**config.mk**
```make
export PLATFORM = sky130hd
export DESIGN_NAME = bcd_updown_counter
export DESIGN_NICKNAME = d
export VERILOG_FILES = /design/src/rtl/bcd_pkg.sv /design/src/rtl/bcd_digit.sv /design/src/rtl/bcd_updown_counter.sv
export SDC_FILE = /design/constraint.sdc
export NUM_CORES = 1
export LEC_CHECK = 0
export BUFFER_PORTS_ARGS = -buffer_cell sky130_fd_sc_hd__buf_2
export CELL_PAD_IN_SITES_DETAIL_PLACEMENT = 2
export CELL_PAD_IN_SITES_GLOBAL_PLACEMENT = 2
export CORE_MARGIN = 2
export CORE_UTILIZATION = 32
export DETAILED_ROUTE_END_ITERATION = 16
export MAX_ROUTING_LAYER = met4
export PLACE_DENSITY_LB_ADDON = 0.1
export SYNTH_ARGS = -nofsm -noshare
export SYNTH_HDL_FRONTEND = slang
export SYNTH_HIERARCHICAL = 1
export SYNTH_SLANG_ARGS = --single-unit
```
**constraint.sdc**
```tcl
create_clock -name clk -period 2.8 [get_ports clk]
set_input_delay 0.56 -clock clk [delete_from_list [all_inputs] [get_ports clk]]
set_output_delay 0.56 -clock clk [all_outputs]
set_load 0.05 [all_outputs]
```
**src/rtl/bcd_pkg.sv**
```systemverilog
// Shared BCD digit type, digit range limits and the load-value clamp helper.
package bcd_pkg;

  typedef logic [3:0] bcd_digit_t;

  localparam bcd_digit_t BCD_MIN = 4'd0;
  localparam bcd_digit_t BCD_MAX = 4'd9;

  // Invalid BCD nibbles (0xA-0xF) saturate to the largest legal digit
  function automatic bcd_digit_t bcd_clamp(input bcd_digit_t digit);
    bcd_digit_t result;
    if (digit > BCD_MAX) begin
      result = BCD_MAX;
    end else begin
      result = digit;
    end
    return result;
  endfunction

endpackage

```
**src/rtl/bcd_digit.sv**
```systemverilog
// One BCD digit register with ripple carry/borrow in and out.
module bcd_digit
  import bcd_pkg::*;
(
  input  logic       clk,
  input  logic       rst,
  input  logic       step,
  input  logic       up,
  input  logic       cin,
  input  logic       load,
  input  bcd_digit_t load_digit,
  output bcd_digit_t value,
  output logic       cout
);

  bcd_digit_t value_r;
  bcd_digit_t next_s;
  logic       at_limit_s;

  // Limit detection for the current direction and the stepped digit value
  always_comb begin
    at_limit_s = 1'b0;
    next_s     = value_r;
    if (up) begin
      at_limit_s = (value_r == BCD_MAX);
      if (value_r == BCD_MAX) begin
        next_s = BCD_MIN;
      end else begin
        next_s = value_r + 4'd1;
      end
    end else begin
      at_limit_s = (value_r == BCD_MIN);
      if (value_r == BCD_MIN) begin
        next_s = BCD_MAX;
      end else begin
        next_s = value_r - 4'd1;
      end
    end
  end

  // Digit register: load has priority over stepping
  always_ff @(posedge clk) begin
    if (rst) begin
      value_r <= BCD_MIN;
    end else if (load) begin
      value_r <= bcd_clamp(load_digit);
    end else if (step && cin) begin
      value_r <= next_s;
    end else begin
      value_r <= value_r;
    end
  end

  assign value = value_r;
  assign cout  = cin & at_limit_s;

endmodule

```
**src/rtl/bcd_updown_counter.sv**
```systemverilog
// Multi-digit BCD up/down counter with prescaler, synchronous load and
// wrap or saturate behaviour at the range limits.
module bcd_updown_counter
  import bcd_pkg::*;
#(
  parameter int          DIGITS          = 4,
  parameter int unsigned CLOCKS_PER_TICK = 1,
  parameter bit          WRAP            = 1'b1
) (
  input  logic                  clk,
  input  logic                  rst,
  input  logic                  en,
  input  logic                  up,
  input  logic                  load,
  input  logic [4*DIGITS-1:0]   load_value,
  output logic [4*DIGITS-1:0]   count,
  output logic                  tick,
  output logic                  carry
);

  localparam logic [31:0] PRESC_TERM = 32'(CLOCKS_PER_TICK) - 32'd1;

  logic [31:0]   presc_r;
  logic          tick_r;
  logic          carry_r;
  logic          step_cycle_s;
  logic          hold_s;
  logic          digit_step_s;
  logic [DIGITS:0] chain_s;

  assign step_cycle_s = en & ~load & (presc_r == PRESC_TERM);
  // Saturating mode suppresses the digit update but still reports the step
  assign hold_s       = (WRAP == 1'b0) & chain_s[DIGITS];
  assign digit_step_s = step_cycle_s & ~hold_s;
  assign chain_s[0]   = 1'b1;

  // Prescaler phase: cleared by load, frozen while disabled
  always_ff @(posedge clk) begin
    if (rst) begin
      presc_r <= 32'd0;
    end else if (load) begin
      presc_r <= 32'd0;
    end else if (en) begin
      if (presc_r == PRESC_TERM) begin
        presc_r <= 32'd0;
      end else begin
        presc_r <= presc_r + 32'd1;
      end
    end else begin
      presc_r <= presc_r;
    end
  end

  // Step and whole-counter overflow/underflow pulses
  always_ff @(posedge clk) begin
    if (rst) begin
      tick_r  <= 1'b0;
      carry_r <= 1'b0;
    end else begin
      tick_r  <= step_cycle_s;
      carry_r <= step_cycle_s & chain_s[DIGITS];
    end
  end

  for (genvar i = 0; i < DIGITS; i++) begin : g_digit
    bcd_digit u_digit (
      .clk        (clk),
      .rst        (rst),
      .step       (digit_step_s),
      .up         (up),
      .cin        (chain_s[i]),
      .load       (load),
      .load_digit (load_value[4*i +: 4]),
      .value      (count[4*i +: 4]),
      .cout       (chain_s[i+1])
    );
  end

  assign tick  = tick_r;
  assign carry = carry_r;

endmodule

```
# Yosys cells after proc, flatten, opt, wreduce, memory -nomap -nowiden
# Cells that the tools add are included.
# word_totals
register_bits,50
inputBits,21
out_inout_bits,18
# op_classes
add_sub_neg,9
n_lt_le_gt_ge,4
n_eq_ne,4
n_mux,29
bitwise_logic,7
n_reduce_logical,13
# ops
cell,count
4-bit two-way mux,24
32-bit by 1-bit adder with 32-bit output (second input constant),1
32-bit zero test,1
32-bit two-way mux,1
4-bit by 1-bit adder with 4-bit output (second input constant),4
4-bit == test (second input constant),4
4-bit > comparator (second input constant),4
4-bit zero test,4
4-bit by 1-bit subtractor with 4-bit output (second input constant),4
2-bit nonzero test,4
1-bit AND,6
1-bit two-way mux,4
1-bit logical AND,3
2-bit OR reduction,1
1-bit inverter,1

# Logic depth before layout (Yosys ltp)
# logic_depth
word_depth,7
mapped_depth,12
ltp_nobuf,11

# By module
# Netlist, hierarchy kept.
# modules_own_cells
mod,n_inst,cells_per_inst,area_each_um2,seq_area_each_um2
bcd_updown_counter,1,194,1676.6,680.7
bcd_digit,4,48,392.9,80.1

# Worst setup path before layout
# Ideal clock, no wire load.
# synth_path
path_type,register to register
startpoint,reg g_digit[0].u_digit.value_r[0]
endpoint,reg g_digit[3].u_digit.value_r[3]
setup_ns,0.075
arrival_time_ns,2.800
required_time_ns,2.725
slack_ns,-0.075
path_stages_with_launch,12
path_buffers,1
path_cell_list,dfxtp_1 -> buf_6 -> or3_1 -> a21oi_1 -> nand2_1 -> a21oi_1 -> nand2_1 -> a21oi_1 -> nand2_2 -> a2111oi_2 -> o21ai_1 -> o22ai_1
# synth_between
elab_chain_len,6
# synth_lines
element,line_no,source
"start, declared",bcd_digit.sv:16,bcd_digit_t value_r;
"start signal, assigned",bcd_digit.sv:46,value_r <= bcd_clamp(load_digit);
"start signal, assigned",bcd_digit.sv:48,value_r <= next_s;
"start signal, assigned",bcd_digit.sv:50,value_r <= value_r;
4-bit == test / 4-bit zero test (equally long branches),"bcd_digit.sv:25, bcd_digit.sv:32",
1-bit two-way mux *,bcd_digit.sv:24,if (up) begin
net chain_s[1],bcd_updown_counter.sv:29,logic [DIGITS:0] chain_s;
1-bit AND *,bcd_digit.sv:55,assign cout = cin & at_limit_s;
net chain_s[2],bcd_updown_counter.sv:29,
1-bit AND *,bcd_digit.sv:55,
net chain_s[3],bcd_updown_counter.sv:29,
1-bit logical AND *,bcd_digit.sv:47,end else if (step && cin) begin
2-bit nonzero test (no line) *,n/a,
"end signal, assigned",bcd_digit.sv:46,
"end signal, assigned",bcd_digit.sv:48,
"end signal, assigned",bcd_digit.sv:50,
"end, declared",bcd_digit.sv:16,
# Mark *: on every way through the listed nets, which the timed path passes. The rest lies on a longest branch.
# A chain may end at the register's enable or synchronous reset.

# Final worst setup path
# layout_path
startpoint,reg presc_r[23]
endpoint,reg g_digit[1].u_digit.value_r[3]
# layout_between
elab_chain_len,4
# layout_lines
element,line_no,source
"start, declared",bcd_updown_counter.sv:23,logic [31:0] presc_r;
"start signal, assigned",bcd_updown_counter.sv:47,presc_r <= presc_r + 32'd1;
"start signal, assigned",bcd_updown_counter.sv:50,presc_r <= presc_r;
32-bit zero test,bcd_updown_counter.sv:31,assign step_cycle_s = en & ~load & (presc_r == PRESC_TERM);
1-bit AND,bcd_updown_counter.sv:31,
net digit_step_s,bcd_updown_counter.sv:28,logic digit_step_s;
1-bit logical AND,bcd_digit.sv:47,
2-bit nonzero test (no line),n/a,
"end signal, assigned",bcd_digit.sv:46,
"end signal, assigned",bcd_digit.sv:48,
"end signal, assigned",bcd_digit.sv:50,
"end, declared",bcd_digit.sv:16,
# The timed path passes the listed nets, and every way through them passes these cells.

==> impl_results.md <==
- Largest area contributor in the netlist: dfxtp_1
- Vias in the first global route: about 3,200
- Routed vias/inst: roughly 5.6
- Slew @ Worst Pin: 0.5537 ns
- Async SR Flop Fraction: 0
- HP Class: reg2reg
- Max Cap Viol: 0
- Routed len/inst: ~17 um
- Leak: 1.181 nW
- Crit path arrival time: 2.75 ns
- WL met2: 4668 um
- Number of setup buffers added after CTS: 0
- Final WL: 9329 um
- Max VDD drop: 0.1460 mV
- Initial antenna violation count: 0
- CP Capture Type: flop
- Post-layout net count: 442
- Total negative slack: 0 ns
- DRT iter0 DRCs: 28
- Area fraction of the dominant cell type after synthesis: 0.3082
- Die area: 0.01097 mm2
- Final period utilization: 0.8996
- Layout cells sized above 1: 0.2071
- Syn. warnings: 6
- Minimum clock period: 2.519 ns
- Core area: 0.009819 mm2
- Complex-gate fraction of the synthesized area: 0.2134
- Root Driver: clkbuf_8
- Run status: complete, no violations
- Initial cell density of the core: 0.3308
- Drt drc: 0
- First-pass GRT wire length: 16,170 um
- Worst rel slew slack: 0.6309
- Htree depth: 2
- Antenna-violating nets left: 0
- EDFF count, synth: 0
- Pin count of the biggest net entering global routing: 26
- Hold_buf cts: 0
- Critical Path Fanout Max: 20
- Post-synthesis xor/xnor area fraction: 0.06471
- WL met3: ~220 um
- Post-cts resize count: 0
- Synthesized area per cell: roughly 8.4 um2
- Post-layout util: 0.3656
- Later-pin clock latency in the skew report: 0.30 ns
- Sequential-to-total area share from yosys stat: 0.3082
- Power per cell area: 401.2 mW/mm2
- Die Width: between 100 and 150 um
- Synth Instances: 386
- # rows: 36
- CTS clk-pin slew, worst paths: 0.10 ns
- Routability cong.: 0.7760
- Top routing layer in use: met4
- Total global routing overflow: 0
- Die H: between 100 and 150 um
- Adder-Cell Fraction of Synth Area: 0.007704
- # IOs: 39
- Max clock buf depth: 2
- Synth Flop Type: dfxtp_1
- Slew Limit Fails: 0
- CTS tree: built
- Top post-synthesis cells by area: dfxtp_1 31%, buf_6 6.2%, a21oi_1 6.0%, xnor2_1 4.3%, nor2_1 3.8%
- Post-synthesis mux area share: 0.003082
- Final hold viol count: 0
- Most frequent cell after synthesis: dfxtp_1
- Met1 WL: 4381 um
- Synth cell types: between 40 and 50
- Area Overhead vs Synth: 10.52%
- Yosys reg bits: 50
- Critical path class: reg2reg
- Global Route Usage Sum: 0.1804
- # setup viols final: 0
- Buffers added on ports: 38
- CP Launch Type: flop
- RSZ-0062 raised after global routing: false
- Synth Area in Simple Gates: 0.3163
- Mapped cell area: 0.003248 mm2
- Required time of the critical path: about 3.0 ns
- Pre-Repair DR Iteration Count: 4
- Synth cell count leaders: 50 x dfxtp_1, 39 x a21oi_1, 33 x nor2_1, 21 x nand2_1, 18 x buf_6
- TritonCTS Buffers: 5
- Clk_skew: just under 0.009 ns
- Detailed placement HPWL: 6854 um
- Vias: approximately 3,100
- Sinks on the clock net: 50
- Antenna Cells: 0
- FMAX: around 400 MHz
- Largest family of logic cells by synthesized area: simple AND/OR/NAND/NOR gates
[cell type report]
class / count / area, um2
clock inverter: 1 / 5.005
clock buffer: 7 / 86.33
fill: 1150 / 6230
tap: 133 / 166.4
inverter: 8 / 30.03
sequential: 50 / 1001
multi-input combinational: 304 / 1996
timing repair buffer: 50 / 305.3
[registers in the layout, indices dropped and copies added, names as in the netlist]
signal and count:
carry 1, g_digit.u_digit/value 16, presc_r 32, tick 1
[cell usage in the layout (no fill, tap or decap), drive strengths merged, types with 12 or more instances in the layout]
| cell | n |
|---|---|
| dfxtp | 50 |
| buf | 50 |
| a21oi | 39 |
| nor2 | 33 |
| nand2 | 25 |
| o21ai | 17 |
| or4 | 16 |
| xnor2 | 16 |
| nand4 | 16 |
| o31ai | 15 |
| nor4 | 12 |
[routing by layer]
| layer | vias to the layer above | track usage |
|---|---|---|
| met1 | 1532 | 0.2229 |
| met5 | - | - |
| li1 | 1518 | - |
| met4 | 0 | 0.03429 |
| met2 | 27 | 0.3159 |
| met3 | 5 | 0.02433 |
[power breakdown]
group | leakage [nW] | internal, W | total (W) | switching, W
clock | 0.0482 | 0.000200 | 0.000451 | 0.000251
sequential | 0.405 | 0.000723 | 0.000762 | 0.0000387
combinational | 0.728 | 0.0000861 | 0.000226 | 0.000140
[worst max-delay path, stage by stage, from the launching register on]
cell,delay (ns)
dfxtp_1,0.39
nor4_1,0.42
nand4_1,0.23
or2_2,0.35
nor2_1,0.18
buf_12,0.19
nand2_2,0.09
a2111oi_2,0.35
o21ai_1,0.12
o22ai_1,0.12
[metrics by stage]
step	std cells	power, W	hold WS [ns]	worst slack, ns	instance area, um2
after global placement	545	0.001002	0.4697	0.2137	3498
final	553	0.001440	0.4941	0.2812	3590
after global routing	553	0.001524	0.4948	0.0003249	3590
after floorplan	391	0.0009435	0.4520	0.01542	3271
after CTS	553	0.001477	0.4868	0.2565	3590
after detailed placement	545	0.001008	0.4818	0.1194	3498
[cell families (layout without fill, tap and decap cells)]
group | after synthesis | after routing
adder cells (fa/ha/maj) | 2 | 2
flip-flops | 50 | 50
AND/OR/NAND/NOR | 164 | 164
other | 1 | 6
multiplexers | 1 | 1
XOR/XNOR | 24 | 24
buffers and inverters | 37 | 66
AO/OA/AOI/OAI | 107 | 107
[path summary, 6_finish.rpt]
check              start                          end  slack, ns  cells past startpoint
min reg2reg  presc_r[31]                  presc_r[31]       0.49                      2
max reg2reg  presc_r[23]  g_digit[1].u_digit/value[3]       0.28                      9
max          presc_r[23]  g_digit[1].u_digit/value[3]       0.28                      9
min          presc_r[31]                  presc_r[31]       0.49                      2
No activity file was read; power rests on OpenSTA's default activity.
